$ cat config.mk
export PLATFORM = sky130hd
export DESIGN_NAME = id_ex_buffer_flat
export DESIGN_NICKNAME = d
export VERILOG_FILES = /design/src/rtl/riscv_pkg.sv /design/src/rtl/id_ex_buffer_if.sv /design/src/rtl/id_ex_buffer_skid_buf.sv /design/src/rtl/id_ex_buffer.sv /design/src/flat_wrapper.sv
export SDC_FILE = /design/constraint.sdc
export NUM_CORES = 1
export LEC_CHECK = 0
export ABC_AREA = 1
export BUFFER_PORTS_ARGS = -buffer_cell sky130_fd_sc_hd__buf_2
export CELL_PAD_IN_SITES_DETAIL_PLACEMENT = 2
export CELL_PAD_IN_SITES_GLOBAL_PLACEMENT = 2
export CORE_ASPECT_RATIO = 0.75
export CORE_MARGIN = 5
export CORE_UTILIZATION = 31
export DETAILED_ROUTE_END_ITERATION = 10
export GPL_TIMING_DRIVEN = 0
export PLACE_DENSITY = 0.93
export SLEW_MARGIN = 10
export SYNTH_ARGS = -nofsm -noshare
export SYNTH_HDL_FRONTEND = slang
export SYNTH_HIERARCHICAL = 1
export SYNTH_SLANG_ARGS = --single-unit
$ cat constraint.sdc
create_clock -name clk -period 3.4 [get_ports clk]
set_clock_uncertainty 0.15 [all_clocks]
set_input_delay 0 -clock clk [delete_from_list [all_inputs] [get_ports clk]]
set_output_delay 0 -clock clk [all_outputs]
set_load 0.02 [all_outputs]
$ cat src/rtl/riscv_pkg.sv
// Shared RV32I core definitions: decode control-word layout, pipeline bubble
// encoding, base opcodes and the skid-buffer occupancy states.
package riscv_pkg;

  localparam int CTRL_W = 13;

  localparam int CTRL_ALU_SRC1_HI = 12;
  localparam int CTRL_ALU_SRC1_LO = 11;
  localparam int CTRL_ALU_SRC2_HI = 10;
  localparam int CTRL_ALU_SRC2_LO = 9;
  localparam int CTRL_MEM_TO_REG  = 8;
  localparam int CTRL_REG_WRITE   = 7;
  localparam int CTRL_MEM_READ    = 6;
  localparam int CTRL_MEM_WRITE   = 5;
  localparam int CTRL_BRANCH      = 4;
  localparam int CTRL_BRANCH_BASE = 3;
  localparam int CTRL_ALU_OP_HI   = 2;
  localparam int CTRL_ALU_OP_LO   = 0;

  // alu_op=101 with every side-effect bit clear; EX executes it as a NOP.
  localparam logic [CTRL_W-1:0] CTRL_BUBBLE = 13'h0005;

  localparam logic [6:0] OPC_LUI    = 7'b0110111;
  localparam logic [6:0] OPC_AUIPC  = 7'b0010111;
  localparam logic [6:0] OPC_JAL    = 7'b1101111;
  localparam logic [6:0] OPC_JALR   = 7'b1100111;
  localparam logic [6:0] OPC_BRANCH = 7'b1100011;
  localparam logic [6:0] OPC_LOAD   = 7'b0000011;
  localparam logic [6:0] OPC_STORE  = 7'b0100011;
  localparam logic [6:0] OPC_OP_IMM = 7'b0010011;
  localparam logic [6:0] OPC_OP     = 7'b0110011;

  typedef enum logic [1:0] {
    SB_EMPTY = 2'b00,
    SB_ONE   = 2'b01,
    SB_FULL  = 2'b11
  } sb_state_e;

endpackage

$ cat src/rtl/id_ex_buffer_if.sv
// ID/EX boundary bundle: decode-side inputs, EX-side outputs and flush.
// master = the surrounding pipeline (ID/EX/hazard unit), slave = the buffer.
interface id_ex_buffer_if #(
  parameter int XLEN   = 32,
  parameter int CTRL_W = 13
);
  logic              flush;
  logic              in_valid;
  logic              in_ready;
  logic [CTRL_W-1:0] in_ctrl;
  logic [XLEN-1:0]   in_pc;
  logic [XLEN-1:0]   in_rs1_data;
  logic [XLEN-1:0]   in_rs2_data;
  logic [XLEN-1:0]   in_imm;
  logic [4:0]        in_rs1;
  logic [4:0]        in_rs2;
  logic [4:0]        in_rd;
  logic [2:0]        in_funct3;
  logic              in_funct7_5;

  logic              out_valid;
  logic              out_ready;
  logic [CTRL_W-1:0] out_ctrl;
  logic [XLEN-1:0]   out_pc;
  logic [XLEN-1:0]   out_rs1_data;
  logic [XLEN-1:0]   out_rs2_data;
  logic [XLEN-1:0]   out_imm;
  logic [4:0]        out_rs1;
  logic [4:0]        out_rs2;
  logic [4:0]        out_rd;
  logic [2:0]        out_funct3;
  logic              out_funct7_5;

  modport master (
    output flush, in_valid, in_ctrl, in_pc, in_rs1_data, in_rs2_data, in_imm,
           in_rs1, in_rs2, in_rd, in_funct3, in_funct7_5, out_ready,
    input  in_ready, out_valid, out_ctrl, out_pc, out_rs1_data, out_rs2_data,
           out_imm, out_rs1, out_rs2, out_rd, out_funct3, out_funct7_5
  );

  modport slave (
    input  flush, in_valid, in_ctrl, in_pc, in_rs1_data, in_rs2_data, in_imm,
           in_rs1, in_rs2, in_rd, in_funct3, in_funct7_5, out_ready,
    output in_ready, out_valid, out_ctrl, out_pc, out_rs1_data, out_rs2_data,
           out_imm, out_rs1, out_rs2, out_rd, out_funct3, out_funct7_5
  );
endinterface

$ cat src/rtl/id_ex_buffer_skid_buf.sv
// Generic two-entry skid buffer: main entry M drives the output, skid entry S
// catches the one extra beat accepted while in_ready is still high.
module skid_buf
  import riscv_pkg::*;
#(
  parameter int W = 8
) (
  input  logic         clk,
  input  logic         rst_n,
  input  logic         flush,
  input  logic         in_valid,
  output logic         in_ready,
  input  logic [W-1:0] in_data,
  output logic         out_valid,
  input  logic         out_ready,
  output logic [W-1:0] out_data
);

  sb_state_e    state_q, state_d;
  logic         in_ready_q, in_ready_d;
  logic [W-1:0] m_data_q, m_data_d;
  logic [W-1:0] s_data_q, s_data_d;
  logic         m_v, s_v, in_fire, out_fire;
  logic         load_m_in, load_m_s, load_s;

  always_ff @(posedge clk) begin
    if (!rst_n) begin
      state_q    <= SB_EMPTY;
      in_ready_q <= 1'b1;
      m_data_q   <= '0;
      s_data_q   <= '0;
    end else begin
      state_q    <= state_d;
      in_ready_q <= in_ready_d;
      m_data_q   <= m_data_d;
      s_data_q   <= s_data_d;
    end
  end

  always_comb begin
    state_d   = state_q;
    load_m_in = 1'b0;
    load_m_s  = 1'b0;
    load_s    = 1'b0;
    if (flush) begin
      state_d = SB_EMPTY;
    end else begin
      unique case (state_q)
        SB_EMPTY: if (in_fire) begin
          state_d   = SB_ONE;
          load_m_in = 1'b1;
        end
        SB_ONE: begin
          if (in_fire && out_fire) begin
            load_m_in = 1'b1;
          end else if (in_fire) begin
            state_d = SB_FULL;
            load_s  = 1'b1;
          end else if (out_fire) begin
            state_d = SB_EMPTY;
          end
        end
        SB_FULL: if (out_fire) begin
          state_d  = SB_ONE;
          load_m_s = 1'b1;
        end
        default: state_d = SB_EMPTY;
      endcase
    end
    m_data_d   = load_m_in ? in_data : (load_m_s ? s_data_q : m_data_q);
    s_data_d   = load_s ? in_data : s_data_q;
    // Registered ready: it only reflects our own next occupancy, never out_ready.
    in_ready_d = (state_d != SB_FULL);
  end

  always_comb begin
    m_v       = (state_q != SB_EMPTY);
    s_v       = (state_q == SB_FULL);
    in_fire   = in_valid & in_ready_q;
    out_fire  = m_v & out_ready;
    in_ready  = in_ready_q;
    out_valid = m_v;
    out_data  = m_data_q;
  end

  logic unused_s_v;
  assign unused_s_v = s_v;

endmodule

$ cat src/rtl/id_ex_buffer.sv
// ID/EX pipeline register of the RV32I core: packs the decoded fields into one
// payload, buffers it in a skid buffer and forces a NOP control word on bubbles.
module id_ex_buffer #(
  parameter int XLEN   = 32,
  parameter int CTRL_W = 13
) (
  input logic           clk,
  input logic           rst_n,
  id_ex_buffer_if.slave bus
);

  localparam int PAY_W = CTRL_W + 4 * XLEN + 3 * 5 + 3 + 1;

  logic [PAY_W-1:0]  in_data;
  logic [PAY_W-1:0]  out_data;
  logic [CTRL_W-1:0] ctrl_raw;
  logic              out_valid;

  assign in_data = {bus.in_ctrl, bus.in_pc, bus.in_rs1_data, bus.in_rs2_data,
                    bus.in_imm, bus.in_rs1, bus.in_rs2, bus.in_rd,
                    bus.in_funct3, bus.in_funct7_5};

  skid_buf #(.W(PAY_W)) u_skid (
    .clk       (clk),
    .rst_n     (rst_n),
    .flush     (bus.flush),
    .in_valid  (bus.in_valid),
    .in_ready  (bus.in_ready),
    .in_data   (in_data),
    .out_valid (out_valid),
    .out_ready (bus.out_ready),
    .out_data  (out_data)
  );

  assign {ctrl_raw, bus.out_pc, bus.out_rs1_data, bus.out_rs2_data,
          bus.out_imm, bus.out_rs1, bus.out_rs2, bus.out_rd,
          bus.out_funct3, bus.out_funct7_5} = out_data;

  assign bus.out_valid = out_valid;
  // A stale control word must never leak side effects into EX.
  assign bus.out_ctrl  = out_valid ? ctrl_raw : CTRL_W'(riscv_pkg::CTRL_BUBBLE);

endmodule

$ cat src/flat_wrapper.sv
// flat-port wrapper written by rule: the top's interface ports become plain ports
module id_ex_buffer_flat 
#(
  parameter int XLEN   = 32,
  parameter int CTRL_W = 13
)
  (clk, rst_n, bus_flush, bus_in_valid, bus_in_ctrl, bus_in_pc, bus_in_rs1_data, bus_in_rs2_data, bus_in_imm, bus_in_rs1, bus_in_rs2, bus_in_rd, bus_in_funct3, bus_in_funct7_5, bus_out_ready, bus_in_ready, bus_out_valid, bus_out_ctrl, bus_out_pc, bus_out_rs1_data, bus_out_rs2_data, bus_out_imm, bus_out_rs1, bus_out_rs2, bus_out_rd, bus_out_funct3, bus_out_funct7_5);
  id_ex_buffer_if #(.XLEN(XLEN), .CTRL_W(CTRL_W)) bus_i ();
  input logic clk;
  input logic rst_n;
  input wire logic [$bits(bus_i.flush)-1:0] bus_flush;
  input wire logic [$bits(bus_i.in_valid)-1:0] bus_in_valid;
  input wire logic [$bits(bus_i.in_ctrl)-1:0] bus_in_ctrl;
  input wire logic [$bits(bus_i.in_pc)-1:0] bus_in_pc;
  input wire logic [$bits(bus_i.in_rs1_data)-1:0] bus_in_rs1_data;
  input wire logic [$bits(bus_i.in_rs2_data)-1:0] bus_in_rs2_data;
  input wire logic [$bits(bus_i.in_imm)-1:0] bus_in_imm;
  input wire logic [$bits(bus_i.in_rs1)-1:0] bus_in_rs1;
  input wire logic [$bits(bus_i.in_rs2)-1:0] bus_in_rs2;
  input wire logic [$bits(bus_i.in_rd)-1:0] bus_in_rd;
  input wire logic [$bits(bus_i.in_funct3)-1:0] bus_in_funct3;
  input wire logic [$bits(bus_i.in_funct7_5)-1:0] bus_in_funct7_5;
  input wire logic [$bits(bus_i.out_ready)-1:0] bus_out_ready;
  output wire logic [$bits(bus_i.in_ready)-1:0] bus_in_ready;
  output wire logic [$bits(bus_i.out_valid)-1:0] bus_out_valid;
  output wire logic [$bits(bus_i.out_ctrl)-1:0] bus_out_ctrl;
  output wire logic [$bits(bus_i.out_pc)-1:0] bus_out_pc;
  output wire logic [$bits(bus_i.out_rs1_data)-1:0] bus_out_rs1_data;
  output wire logic [$bits(bus_i.out_rs2_data)-1:0] bus_out_rs2_data;
  output wire logic [$bits(bus_i.out_imm)-1:0] bus_out_imm;
  output wire logic [$bits(bus_i.out_rs1)-1:0] bus_out_rs1;
  output wire logic [$bits(bus_i.out_rs2)-1:0] bus_out_rs2;
  output wire logic [$bits(bus_i.out_rd)-1:0] bus_out_rd;
  output wire logic [$bits(bus_i.out_funct3)-1:0] bus_out_funct3;
  output wire logic [$bits(bus_i.out_funct7_5)-1:0] bus_out_funct7_5;
  assign bus_i.flush = bus_flush;
  assign bus_i.in_valid = bus_in_valid;
  assign bus_i.in_ctrl = bus_in_ctrl;
  assign bus_i.in_pc = bus_in_pc;
  assign bus_i.in_rs1_data = bus_in_rs1_data;
  assign bus_i.in_rs2_data = bus_in_rs2_data;
  assign bus_i.in_imm = bus_in_imm;
  assign bus_i.in_rs1 = bus_in_rs1;
  assign bus_i.in_rs2 = bus_in_rs2;
  assign bus_i.in_rd = bus_in_rd;
  assign bus_i.in_funct3 = bus_in_funct3;
  assign bus_i.in_funct7_5 = bus_in_funct7_5;
  assign bus_i.out_ready = bus_out_ready;
  assign bus_in_ready = bus_i.in_ready;
  assign bus_out_valid = bus_i.out_valid;
  assign bus_out_ctrl = bus_i.out_ctrl;
  assign bus_out_pc = bus_i.out_pc;
  assign bus_out_rs1_data = bus_i.out_rs1_data;
  assign bus_out_rs2_data = bus_i.out_rs2_data;
  assign bus_out_imm = bus_i.out_imm;
  assign bus_out_rs1 = bus_i.out_rs1;
  assign bus_out_rs2 = bus_i.out_rs2;
  assign bus_out_rd = bus_i.out_rd;
  assign bus_out_funct3 = bus_i.out_funct3;
  assign bus_out_funct7_5 = bus_i.out_funct7_5;
  id_ex_buffer #(.XLEN(XLEN), .CTRL_W(CTRL_W)) u_core (.clk(clk), .rst_n(rst_n), .bus(bus_i));
endmodule
==> metrics.txt, run 1 <==
status=finished, violations left; failing checks=setup timing; Yosys reg bits=323; commonest non-fill, non-tap cell in the layout=nand2_1; Worst-path clk slew=0.06 ns; endpoint class of the critical path=flip-flop; first-pass GRT wire length=126.6 mm; RSZ-0062 raised after global routing=no; Final WS setup=-0.0006841 ns; synthesized area=14210 um2; Synth cell types=19; post-cts resize count=0; CTS max path bufs=3; clock tree sinks=323; FF-to-FF path depth=7; syn nets=2309; TritonCTS clock tree=yes; worst relative slew slack=7.164%; Pleak=0.009193 uW; # port buffers=325; Skew-Pair Late Insertion Delay=0.53 ns; Layout fillers=5220; Bufs and invs on worst path=3; Core Region=45020 um2; antenna violations before repair=20; MaxCap Viol Count=0; CP required=3.64 ns; initial DRC count=1145; Final ANT Viol Nets=0; total track usage=32.23%; CP arrival=3.64 ns; Finished Layout Cells=3297; crit path cell chain=nand3_1 -> nor2_2 -> inv_2 -> clkbuf_1 -> clkbuf_1 -> nand3_1 -> a21oi_1; Syn-to-layout area delta=37.04%; Cells after Synth=2144; DRT Pass-1 Iters=6; Final Max Slew Viols=0; # setup viols final=1; die area=50250 um2; Die Wd=257.2 um; WL/cell=25.87 um; number of CTS-inserted buffers=37; Synthesis Warnings=6; startpoint types=flip-flop; Hold WC Path Type=input pin to flip-flop; DP Wirelength=48.55 mm; fin crit share=100.0%; grt ovf=0; Initial Util=31.56%; worst slew pin tran=1.393 ns; CTS root buffer=clkbuf_16; crit path kind=flip-flop to flip-flop; PD cells=504.4 nW/um2; layout cells sized above 1=16.36%; Routed WL=85.29 mm; die height=195.4 um; vias in the first global route=20330; CP max FO=10; peak supply drop=0.2973 mV; largest net degree at the start of global routing=13; vias per inst=5.389; H-tree depth=2; fmax=0.2941 GHz; register area share after synthesis=45.52%; detailed-route DRC error count=0; site row count=67; most frequent cells in the layout=nand2_1 (497), buf_2 (377), dfxtp_1 (323); Hold Path Depth=4; Crit path max-delay family=buffers and inverters; Design Power=9820 uW; Vias=17770; dpl ws=0.3314 ns; CP Depth=7; critical path's slowest cell=clkbuf_1; Final Hold Viols=0; syn avg cell area=6.626 um2; Placed Cells=3055; Min Hold Slack=0.1295 ns; Nets=2836; gpl congestion=0.8192; CP peak stage delay=1.06 ns; fin crit period=3.401 ns; Top-Level Pins=327
## path summary, 6_finish.rpt
kind,slack [ns],startpoint,endpoint
setup / recovery,-0.0007,u_core/u_skid/state_q[1]$_SDFF_PN0_,u_core/u_skid/out_data[132]$_SDFFE_PN0P_
hold / removal,0.13,rst_n,u_core/u_skid/s_data_q[47]$_SDFFE_PN0P_
setup reg to reg,-0.0007,u_core/u_skid/state_q[1]$_SDFF_PN0_,u_core/u_skid/out_data[132]$_SDFFE_PN0P_
hold reg to reg,0.33,u_core/u_skid/s_data_q[34]$_SDFFE_PN0P_,u_core/u_skid/s_data_q[34]$_SDFFE_PN0P_
## worst register-to-register path, delay by kind of cell, from the launching register on
family	cells	cell delay [ns]
flip-flops	1	0.40
AO/OA/AOI/OAI	1	0.38
buffers and inverters	3	1.84
AND/OR/NAND/NOR	3	0.49
## area by class of cell
| type | instances | area, um2 | share of cell area, % |
|---|---|---|---|
| Multi-Input combinational cell | 1467 | 6335 | 32.54 |
| Tap cell | 586 | 733.2 | 3.766 |
| Sequential cell | 323 | 6466 | 33.22 |
| Clock buffer | 58 | 1147 | 5.894 |
| Clock inverter | 6 | 83.83 | 0.4306 |
| Buffer | 173 | 726.9 | 3.734 |
| Inverter | 181 | 679.4 | 3.490 |
| Timing Repair Buffer | 488 | 3258 | 16.74 |
| Antenna cell | 15 | 37.54 | 0.1928 |
## kinds of logic (layout without fill, tap and decap cells)
logic type,count (synthesis),in the layout,share of synthesized area (%)
flops,323,323,45.52
compound gates,324,324,11.43
simple gates,1143,1143,33.16
buf+inv,354,906,9.891
other cells,0,15,0
## flip-flops by register name (all words and copies together) (netlist names)
| name | count |
|---|---|
| u_core/u_skid/in_ready | 1 |
| u_core/u_skid/state_q | 2 |
| u_core/u_skid/out_data | 160 |
| u_core/u_skid/s_data_q | 160 |
## cells in the mapped netlist
library cell  instances  area, um2
inv_2                 3      11.26
nor2_2                1      6.260
buf_1                15      56.30
a21oi_1             160      800.8
o21ai_0             162      810.8
buf_6                 1      11.26
nor3_1                1      5.000
a211oi_1              1      7.510
clkbuf_1            104      390.4
buf_2                52      260.3
buf_4                 1      7.510
nor2_1              321       1205
or2_2                 1      6.260
o21ai_1               1      5.000
dfxtp_1             323       6466
nand3_1             321       1607
inv_1               178      668.1
nand2_1             497       1866
nor3_4                1      16.27
## power breakdown
group	switching, uW	internal (uW)
sequential	134	3960
clock	1770	2470
combinational	986	503
## per-layer routing
| metal | vias up | track usage [%] | routed length [um] |
|---|---|---|---|
| met4 | 4 | 18.02 | 5105 |
| met5 | - | 0 | 23 |
| met1 | 8893 | 35.54 | 32940 |
| met3 | 296 | 5.720 | 4190 |
| li1 | 7875 | - | - |
| met2 | 701 | 58.62 | 43030 |
## timing repair
item	4_1_cts	5_1_grt
hold endpoints to repair	323	0
buffers inserted	0	0
hold buffers	163	0
setup endpoints to repair	0	0
## metrics by stage
stage	cell area, um2	TNS, ns	util, %
after floorplan	14210	0	-
after global placement	16570	0	36.80
after detailed placement	16570	0	36.80
after CTS	19430	0	43.16
after global routing	19460	0	43.23
final	19470	-0.0006841	43.24
No activity file was read; power rests on OpenSTA's default activity.
==> run 2, diff against run 1 <==
- CORE_UTILIZATION: 31 -> 33
- PLACE_DENSITY: 0.93 -> 0.94
- SYNTH_HIERARCHICAL: 1 -> unset
==> metrics.txt, run 2 <==
Yosys reg bits=323 (unchanged); Bufs and invs on worst path=2 (-1); Crit path max-delay family=buffers and inverters; CP max FO=10 (unchanged); DRT Pass-1 Iters=5 (-1); CP arrival=2.78 ns (-0.86 ns); CTS root buffer=clkbuf_16; critical path's slowest cell=buf_1; Initial Util=33.16% (+1.6 points); Syn-to-layout area delta=37.87%; CP required=3.63 ns (about the same); Worst R2R Setup Slack=0.85 ns (+0.85 ns); fin crit period=2.550 ns (-0.8507 ns); most frequent cells in the layout=a21oi_1 (480), buf_2 (395), dfxtp_1 (323); RSZ-0062 raised after global routing=no; gpl congestion=0.8268 (+0.93%); vias per inst=5.581 (+3.5%); post-cts resize count=0 (unchanged); Final ANT Viol Nets=0 (unchanged); Die Wd=246.7 um (-4.1%); DP Wirelength=43.56 mm (-10%); Routed WL=81.86 mm (-4.0%); # port buffers=325 (unchanged); Pleak=0.007617 uW (-17%); worst slew pin tran=1.137 ns (-0.2559 ns); syn avg cell area=7.731 um2 (+17%); Nets=2487 (-12%); number of CTS-inserted buffers=37 (unchanged); Post-synth EDFFs=0 (unchanged); Core Region=41800 um2 (-7.1%); status=completed; layout cells sized above 1=26.31% (+10 points); die area=46240 um2 (-8.0%); post-synth top area share=46.65% (+1.1 points); register area share after synthesis=46.65% (+1.1 points); CTS max path bufs=3 (unchanged); startpoint types=flip-flop; FF-to-FF path depth=6 (-1); crit path kind=flip-flop to flip-flop; grt ovf=0 (unchanged); fraction of registers with async set/reset=0% (unchanged); Top-Level Pins=327 (unchanged); Post-Route Setup TNS=0 ns (+0.0006841 ns); peak supply drop=0.3595 mV (+21%); CP peak stage delay=0.53 ns (-0.53 ns); H-tree depth=2 (unchanged); Worst-path clk slew=0.08 ns (+0.02 ns); commonest non-fill, non-tap cell in the layout=a21oi_1; total track usage=34.01% (+1.8 points); Synthesis Warnings=0 (-6); first-pass GRT wire length=121.1 mm (-4.4%); Final Max Slew Viols=0 (unchanged); worst relative slew slack=24.23% (+17 points); Synth cell types=19 (unchanged); syn nets=1958 (-15%); endpoint class of the critical path=flip-flop; MaxCap Viol Count=0 (unchanged); min-delay src=bus_in_rs2_data[16]; detailed-route DRC error count=0 (unchanged); # setup viols final=0 (-1); Hold WC Path Type=input pin to flip-flop; Cells after Synth=1793 (-16%); vias in the first global route=18720 (-7.9%); clock tree sinks=323 (unchanged); r2r endpoint=u_core.u_skid.out_data[51]$_SDFFE_PN0P_; Min Hold Slack=0.1598 ns (+0.03033 ns); cell mode on critical path=a21oi_1; die height=187.5 um (-4.0%); crit path cell chain=nand2_1 -> buf_2 -> buf_1 -> nor3_1 -> a21oi_1 -> a21oi_1; TritonCTS clock tree=yes; most common cell in the synthesized netlist=a21oi_1; site row count=65 (-3.0%); Vias=16330 (-8.1%); WL/cell=27.98 um (+8.1%); Worst Hold Path EP=u_core.u_skid.out_data[67]$_SDFFE_PN0P_; Layout fillers=4582 (-12%); R2R Path Start=u_core.u_skid.state_q[0]$_SDFF_PN0_; fin crit share=75.00% (-25 points); initial DRC count=1084 (-5.3%); Hold Path Depth=4 (unchanged); PD cells=498.0 nW/um2 (-1.3%); ys flop type=dfxtp_1; Final Hold Viols=0 (unchanged); fmax=0.3922 GHz (+33%); Area contributors post-synth=dfxtp_1 (47%), a21oi_1 (17%), buf_4 (7.9%), nand3_1 (5.8%), o21ai_0 (5.8%); synthesized area=13860 um2 (-2.4%); largest net degree at the start of global routing=13 (unchanged); Synth top cells by count=a21oi_1 (480), dfxtp_1 (323), inv_1 (174); antenna violations before repair=8 (-60%); Skew-Pair Late Insertion Delay=0.54 ns (about the same); area leader, netlist=dfxtp_1
## run 2: cell count changes after synthesis, sizes merged, moves of 2 or more
cell,before,now
nand3,321,162
nor2,322,16
o21ai,163,161
a21oi,160,480
nor3,2,160
inv,181,177
clkbuf,104,81
nand2,497,8
buf,69,221
## run 2: worst max-delay path by stage
stage / start / end / slack [ns] / cells past startpoint
2_1_floorplan: u_core.u_skid.in_ready$_SDFF_PN1_ / u_core.u_skid.s_data_q[19]$_SDFFE_PN0P_ / 1.84 / 7
3_3_place_gp: u_core.u_skid.state_q[1]$_SDFF_PN0_ / u_core.u_skid.s_data_q[113]$_SDFFE_PN0P_ / 1.23 / 5
3_5_place_dp: u_core.u_skid.state_q[0]$_SDFF_PN0_ / u_core.u_skid.out_data[43]$_SDFFE_PN0P_ / 1.07 / 6
4_1_cts: u_core.u_skid.state_q[0]$_SDFF_PN0_ / u_core.u_skid.out_data[43]$_SDFFE_PN0P_ / 0.99 / 6
5_1_grt: u_core.u_skid.state_q[0]$_SDFF_PN0_ / u_core.u_skid.out_data[43]$_SDFFE_PN0P_ / 0.80 / 6
6_report: u_core.u_skid.state_q[0]$_SDFF_PN0_ / u_core.u_skid.out_data[51]$_SDFFE_PN0P_ / 0.85 / 6
## run 2: metal layers
layer	GRT usage, %	vias up	routed length, um
met2	60.73	815	40970
li1	-	7027	-
met5	0	-	0
met1	37.78	8157	30740
met3	5.957	330	4630
met4	19.93	0	5525
## run 2: logic make-up (layout without fill, tap and decap cells)
group / after synthesis / in the layout / synth area share [%]
and+or+nand+nor: 349 / 349 / 12.50
other: 0 / 8 / 0
DFF: 323 / 323 / 46.65
buffers and inverters: 479 / 1035 / 17.65
AOI/OAI and AO/OA: 642 / 642 / 23.20
## run 2: per-stage QoR
stage	instance area (um2)	util, %	setup slack [ns]	instances	power [uW]
final	19110	45.71	0.8501	2926	9517
after global routing	19100	45.70	0.8045	2924	9748
after CTS	19090	45.67	0.9904	2918	9342
after detailed placement	16200	38.75	1.069	2687	4979
after global placement	16200	38.75	1.230	2687	4911
after floorplan	13860	-	1.839	1793	4566
## run 2: area by class of cell
type	count	area (um2)	area share [%]
well taps	569	711.9	3.726
inverters	177	664.4	3.477
repair buffers	490	3278	17.15
clock buffers	54	1122	5.873
diodes	8	20.02	0.1048
flip-flops and latches	323	6466	33.84
plain buffers	302	1782	9.324
clock inverters	12	116.4	0.6089
multi-input cells	991	4949	25.90
## run 2: power breakdown
| part | total, uW | switching, uW | internal, uW |
|---|---|---|---|
| Sequential | 3990 | 93.5 | 3900 |
| Clock | 4340 | 1890 | 2450 |
| Combinational | 1190 | 710 | 476 |
## run 2: timing repair
| item | in CTS | in global routing |
|---|---|---|
| buffers inserted | 0 | 0 |
| setup endpoints to repair | 0 | 0 |
| endpoints found under the hold margin | 323 | 0 |
| hold buffers | 165 | 0 |
## run 2: worst register-to-register path, delay by kind of cell (launching register included)
family          cells  cell delay, ns
flops               1            0.35
compound gates      2            0.51
buf+inv             2            0.95
simple gates        2            0.45
